File: config.mk
export PLATFORM = sky130hd
export DESIGN_NAME = mpu_cfg_seq
export DESIGN_NICKNAME = d
export VERILOG_FILES = /design/src/rtl/mpu_cfg_seq.sv
export SDC_FILE = /design/constraint.sdc
export NUM_CORES = 1
export LEC_CHECK = 0
export CORE_MARGIN = 3
export CORE_UTILIZATION = 45
export CTS_CLUSTER_DIAMETER = 100
export DETAILED_ROUTE_END_ITERATION = 16
export PLACE_DENSITY = 0.74
export SLEW_MARGIN = 20
export SYNTH_ARGS = -nofsm -noshare
export SYNTH_HDL_FRONTEND = slang
export SYNTH_SLANG_ARGS = --single-unit
File: constraint.sdc
create_clock -name clk -period 3 [get_ports clk]
set_clock_uncertainty 0.05 [all_clocks]
set_input_delay 0.3 -clock clk [delete_from_list [all_inputs] [get_ports clk]]
set_output_delay 0.3 -clock clk [all_outputs]
set_load 0.03 [all_outputs]
File: src/rtl/mpu_cfg_seq.sv
`default_nettype none
// ============================================================================
// mpu_cfg_seq : MPU1 boot/re-config write sequencer (unlock, baud, rate,
//               content, save) with settle gap, timeout and bounded retry.
// Revision    : 1.0
// ============================================================================
module mpu_cfg_seq #(
   parameter int unsigned GAP_CYCLES     = 50000,
   parameter int unsigned TIMEOUT_CYCLES = 5000000,
   parameter int unsigned MAX_RETRY      = 2,
   parameter logic [15:0] BAUD_CODE      = 16'h0006,
   parameter logic [15:0] RATE_CODE      = 16'h0006,
   parameter logic [15:0] RSW_CODE       = 16'h0006
) (
   input  logic        clk,
   input  logic        rst,
   input  logic        start,
   output logic [7:0]  cfg_addr,
   output logic [15:0] cfg_value,
   output logic        cfg_req,
   input  logic        cfg_done,
   output logic        busy,
   output logic        seq_done,
   output logic        seq_err,
   output logic [2:0]  err_idx
);

   typedef enum logic [1:0] {S_IDLE, S_ISSUE, S_WAIT, S_GAP} state_t;

   localparam int          RETRY_W      = (MAX_RETRY > 0) ? $clog2(MAX_RETRY + 1) : 1;
   localparam logic [RETRY_W-1:0] RETRY_LIMIT = RETRY_W'(MAX_RETRY);
   localparam logic [2:0]  LAST_IDX     = 3'd4;
   localparam logic [31:0] TIMEOUT_LAST = 32'(TIMEOUT_CYCLES - 1);
   // The ISSUE cycle is itself the last idle cycle before the registered
   // cfg_req, so GAP only has to cover GAP_CYCLES-1 cycles.
   localparam logic [31:0] GAP_LAST     = (GAP_CYCLES > 1) ? 32'(GAP_CYCLES - 2) : 32'd0;
   localparam state_t      GAP_NEXT     = (GAP_CYCLES > 1) ? S_GAP : S_ISSUE;

   state_t               r_state;
   logic [2:0]           r_idx;
   logic [31:0]          r_timer;
   logic [RETRY_W-1:0]   r_retry;
   logic [7:0]           w_addr;
   logic [15:0]          w_value;

   always_comb begin
      w_addr  = 8'h00;
      w_value = 16'h0000;
      case (r_idx)
         3'd0: begin w_addr = 8'h69; w_value = 16'hB588;  end
         3'd1: begin w_addr = 8'h04; w_value = BAUD_CODE; end
         3'd2: begin w_addr = 8'h03; w_value = RATE_CODE; end
         3'd3: begin w_addr = 8'h02; w_value = RSW_CODE;  end
         default: begin w_addr = 8'h00; w_value = 16'h0000; end
      endcase
   end

   always_ff @(posedge clk) begin
      if (rst) begin
         r_state   <= S_IDLE;
         r_idx     <= '0;
         r_timer   <= '0;
         r_retry   <= '0;
         cfg_addr  <= '0;
         cfg_value <= '0;
         cfg_req   <= 1'b0;
         busy      <= 1'b0;
         seq_done  <= 1'b0;
         seq_err   <= 1'b0;
         err_idx   <= '0;
      end else begin
         cfg_req  <= 1'b0;
         seq_done <= 1'b0;
         case (r_state)
            S_IDLE: begin
               if (start) begin
                  seq_err <= 1'b0;
                  err_idx <= '0;
                  r_idx   <= '0;
                  r_retry <= '0;
                  busy    <= 1'b1;
                  r_state <= S_ISSUE;
               end
            end
            S_ISSUE: begin
               cfg_req   <= 1'b1;
               cfg_addr  <= w_addr;
               cfg_value <= w_value;
               r_timer   <= '0;
               r_state   <= S_WAIT;
            end
            S_WAIT: begin
               // An acknowledge on the expiry cycle still counts as success.
               if (cfg_done) begin
                  if (r_idx == LAST_IDX) begin
                     seq_done <= 1'b1;
                     busy     <= 1'b0;
                     r_state  <= S_IDLE;
                  end else begin
                     r_idx   <= r_idx + 3'd1;
                     r_retry <= '0;
                     r_timer <= '0;
                     r_state <= GAP_NEXT;
                  end
               end else if (r_timer == TIMEOUT_LAST) begin
                  if (r_retry != RETRY_LIMIT) begin
                     r_retry <= r_retry + RETRY_W'(1);
                     r_timer <= '0;
                     r_state <= GAP_NEXT;
                  end else begin
                     seq_err <= 1'b1;
                     err_idx <= r_idx;
                     busy    <= 1'b0;
                     r_state <= S_IDLE;
                  end
               end else begin
                  r_timer <= r_timer + 32'd1;
               end
            end
            S_GAP: begin
               if (r_timer == GAP_LAST) begin
                  r_state <= S_ISSUE;
               end else begin
                  r_timer <= r_timer + 32'd1;
               end
            end
            default: begin
               busy    <= 1'b0;
               r_state <= S_IDLE;
            end
         endcase
      end
   end

endmodule
`default_nettype wire

# Word level (Yosys, flattened, before mapping)
# Index checks and enable logic that the tools add are counted.
[totals]
mem_count = 0
romBits = 0
ramBits = 0
ff_bits = 70
wordCells = 94
input_bits = 4
latchBits = 0
out_inout_bits = 31
[op_classes]
eq_ne = 24
n_mul = 0
shifts = 0
div_mod_pow = 0
bitwise_logic = 2
add_sub_neg = 3
n_reduce_logical = 12
mux = 42
magnitude_cmp = 0
[ops]
columns = ["op", "count"]
rows = [
  ["$mux W32", 5],
  ["$pmux W32 S3", 1],
  ["$add A32 B1 Y32 const B", 1],
  ["$eq A32 B16 Y1 const B", 1],
  ["$eq A32 B23 Y1 const B", 1],
  ["$pmux W16 S2", 1],
  ["$pmux W7 S4", 1],
  ["$mux W2", 11],
  ["$mux W3", 6],
  ["$ne A2 B2 Y1 const B", 9],
  ["$ne A3 B3 Y1 const B", 5],
  ["$reduce_and A5 Y1", 3],
  ["$pmux W3 S2", 2],
  ["$mux W1", 11],
  ["$pmux W2 S4", 1],
  ["$reduce_and A4 Y1", 2],
  ["$eq A3 B2 Y1 const B", 2],
  ["$reduce_or A3 Y1", 2],
  ["$eq A2 B2 Y1 const B", 2],
  ["$ne A4 B4 Y1 const B", 1],
  ["$pmux W1 S2", 2],
  ["$pmux W2 S2", 1],
  ["$add A3 B1 Y3 const B", 1],
  ["$eq A3 B1 Y1 const B", 1],
  ["9 further kinds", 10],
]

# Logic depth before layout (Yosys ltp)
[logic_depth]
depth_word = 5
ltp_mapped = 9
ltp_nobuf = 8

# Worst setup path before layout
# Ideal clock, no wire load.
[synth_timing]
path_type = "reg-to-reg"
startpoint = "register r_timer[7]"
endpoint = "register err_idx[0]"
synth_period_minus_slack_ns = 2.333
stages_incl_launch_ff = 9
arrival_time_ns = 2.215
t_required_ns = 2.883
setup_slack_ns = 0.667
setup_ns = 0.067
path_cell_list = "dfxtp_1 buf_2 nor4b_2 nand4_2 or4_1 or3_1 buf_2 or2_1 a21oi_2"
[synth_between]
elab_chain_len = 3
[synth_rtl]
columns = ["item", "line_no", "rtl"]
rows = [
  ["start, declared", "41", "logic [31:0] r_timer;"],
  ["start signal, assigned", "117", "r_timer <= r_timer + 32'd1;"],
  ["start signal, assigned", "124", "r_timer <= r_timer + 32'd1;"],
  ["$eq A32 B23 Y1", "105", "end else if (r_timer == TIMEOUT_LAST) begin"],
  ["$ne A2 B2 Y1 (no line)", "n/a", ""],
  ["$reduce_and A5 Y1 (no line)", "n/a", ""],
  ["end signal, assigned", "112", "err_idx <= r_idx;"],
  ["end, declared", "25", "output logic [2:0] err_idx"],
]
# No other way between the ends.
# A chain may end at the register's enable or synchronous reset.

# Worst setup path in the final report
[layout_timing]
startpoint = "register r_timer[21]"
endpoint = "register err_idx[1]"
# Same word-level chain as after synthesis.

==> results.toml <==
[setup_path]
cp.arrival_ns = 2.82
worstReg2RegEnd = "err_idx[1]"
crit_required_ns = 3.18
startpoint_type = "register"
r2r_slack_ns = 0.36
r2r_cells = 6
cp_max_fo = 7
worstSetupPathType = "reg -> reg"
endpoint_kind = "register"
r2r-start = "r_timer[21]"
setup.worst_path.start = "r_timer[21]"
setup.worst_path.end = "err_idx[1]"

[routing]
m1WireLength_um = 3180
drtIter0Drc = 180
viasPerCell = 5.62
routed_wirelength_um = 6440
highest_layer = "met4"
wl_met2_um = 2750
post_drt_wl_per_cell_um = 14.4
vias = 2514
ant_nets = 0
drc = 0
dr_wl_met3_um = 450
drtPass1Iterations = 4

[clocking]
htreeDepth = 2
cts_buffers = 5
post_cts_buffers = 0
cts.hold.buffers_added = 0
cts_tree = "yes"
cts_resized = 0
insertion_delay_ns = 0.30
ctsLongestPathBuffers = 2
cts_sinks = 52
cts-root-buf = "clkbuf_8"
clk_pin_slew_ns = 0.09

[synthesis]
synth-seq-cells = 52
synth_warnings = 0
synthesis.area_mm2 = 0.00296
syn_inst = 359
synth_edf_count = 0
ys_seq_area_frac = 0.351
synth_area_per_cell_um2 = 8.25
ys.flop_type = "dfxtp_1"
synth_cell_types = 56
synthArstFlopShare = 0

[sta]
rsz0062_at_grt = "false"
fmax_mhz = 379
tightest_slew_ns = 0.598
min_period_ns = 2.64
finalHoldViolations = 0
fin_hold_ws_ns = 0.415
slew_headroom = 0.600
fin_tns_setup_ns = 0
slew_violations = 0
finalSetupViolCount = 0
finalCritPeriodShare = 0.879

[global_route]
overflow = 0
groute.usage.overall = 0.179
grt_pass1_wl_um = 11100
antenna_found_initial = 0
grt_pass1_vias = 2324
grt_max_degree = 29

[floorplan]
die_x_um = 87.1
rows = 28
initial_core_util = 0.483
die_h_um = 87.1
core_area_mm2 = 0.00613
dieArea_mm2 = 0.00759
io_pins = 35

[power_and_ir_drop]
leakagePower_uw = 0.00107
power_density_mw_per_mm2 = 523
ir_worst_vdd_mv = 0.346

[layout]
antenna_cells = 0
fill_cells = 575
regArea_mm2 = 0.00104
finalInstanceArea_mm2 = 0.00329
final_nets = 388
final_common_cell = "dfxtp_1"
syn2layout_area_growth_pct = 11.2
drive_gt1_frac = 0.0672
mostFrequentLayoutCells = "dfxtp_1, nor2_1, clkdlybuf4s50_1"
multi_input_area_mm2 = 0.00171

[place]
gp_congestion = 0.829
hpwl_um = 4660
port_buffers = 25
dpl_cell_area_mm2 = 0.00318

[worst_hold_path]
hp-class = "reg -> reg"

[status]
run_status = "complete, no violations"

[run]
max_cap_viol_count = 0
power by group:
group          total (uW)  leakage, uW  internal (uW)  switching (uW)
clock network         474    0.0000552            248             226
logic                 489     0.000598            176             313
registers             758     0.000421            724            34.1
total                1720      0.00107           1150             574
flip-flops by register name, summed over array words and instances, names as in the netlist:
register	flops
r_state	2
seq_err	1
r_retry	2
r_timer	32
cfg_value	2
err_idx	3
cfg_req	1
busy	1
cfg_addr	4
seq_done	1
r_idx	3
synth_stat cells, drive strengths merged (2+ instances only):
cell type  instances  area, um^2
a211oi             6        45.0
a21oi             12        67.6
and3               4        25.0
and4               5        43.8
buf               23         160
clkbuf            11        41.3
dfxtp             52        1040
ha                13         163
inv               12        45.0
mux2i              2        20.0
nand2             22        82.6
nand2b             4        25.0
nand3             23         115
nand3b             2        15.0
nand4             17         113
nor2              51         191
nor2b              3        18.8
nor3              18        90.1
nor4               9        83.8
nor4b              3        32.5
nor4bb             2        20.0
o21ai              3        15.0
o31ai              3        22.5
or2                4        25.0
or3                4        25.0
or4                4        30.0
xnor2             23         201
xor2               4        35.0
how the worst min path moves through the flow:
stage                     startpoint         end  slack (ns)  cells after the start
final                        seq_err     seq_err        0.42                      2
after CTS                    seq_err     seq_err        0.42                      2
after global placement       seq_err     seq_err        0.40                      2
after detailed placement     seq_err     seq_err        0.40                      2
after global routing      r_retry[0]  r_retry[0]        0.44                      1
after floorplan           r_retry[0]  r_retry[0]        0.39                      1
stage by stage:
| stage | setup slack, ns | power, uW | std cells | util |
|---|---|---|---|---|
| floorplan | 0.667 | 1140 | 367 | - |
| global placement | 0.426 | 1260 | 439 | 0.519 |
| detailed placement | 0.376 | 1260 | 439 | 0.519 |
| CTS | 0.360 | 1740 | 447 | 0.537 |
| global route | 0.182 | 1810 | 447 | 0.537 |
| finish | 0.363 | 1720 | 447 | 0.537 |
critical path, stage by stage, from the launching register on:
cell	delay, ns
dfxtp_1	0.38
nor4_2	0.40
nand4_2	0.25
or4_1	0.60
or3_1	0.49
or2_1	0.28
a21oi_2	0.13
kinds of logic (layout without fill, tap and decap cells):
| logic type | Yosys count | count (layout) | share of synthesized area |
|---|---|---|---|
| muxes | 3 | 3 | 0.0106 |
| buffers and inverters | 46 | 51 | 0.0832 |
| AOI/OAI and AO/OA | 36 | 36 | 0.0853 |
| and+or+nand+nor | 181 | 181 | 0.333 |
| DFF | 52 | 52 | 0.352 |
| other | 1 | 9 | 0.00127 |
| adders and majority gates | 13 | 13 | 0.0549 |
| xor gates and xnor gates | 27 | 27 | 0.0798 |
layout make-up:
type | instances | area share
Clock buffer | 6 | 0.0220
Tap cell | 75 | 0.0285
Timing Repair Buffer | 31 | 0.0897
Inverter | 12 | 0.0137
Clock inverter | 2 | 0.0106
Sequential cell | 52 | 0.316
Multi-Input combinational cell | 269 | 0.519
per-layer routing:
metal  up-vias  global-route usage
met5         -                   0
met4         0              0.0418
met3         6              0.0350
li1       1258                   -
met1      1173               0.262
met2        77               0.271
(Power assumes the default switching activity.)
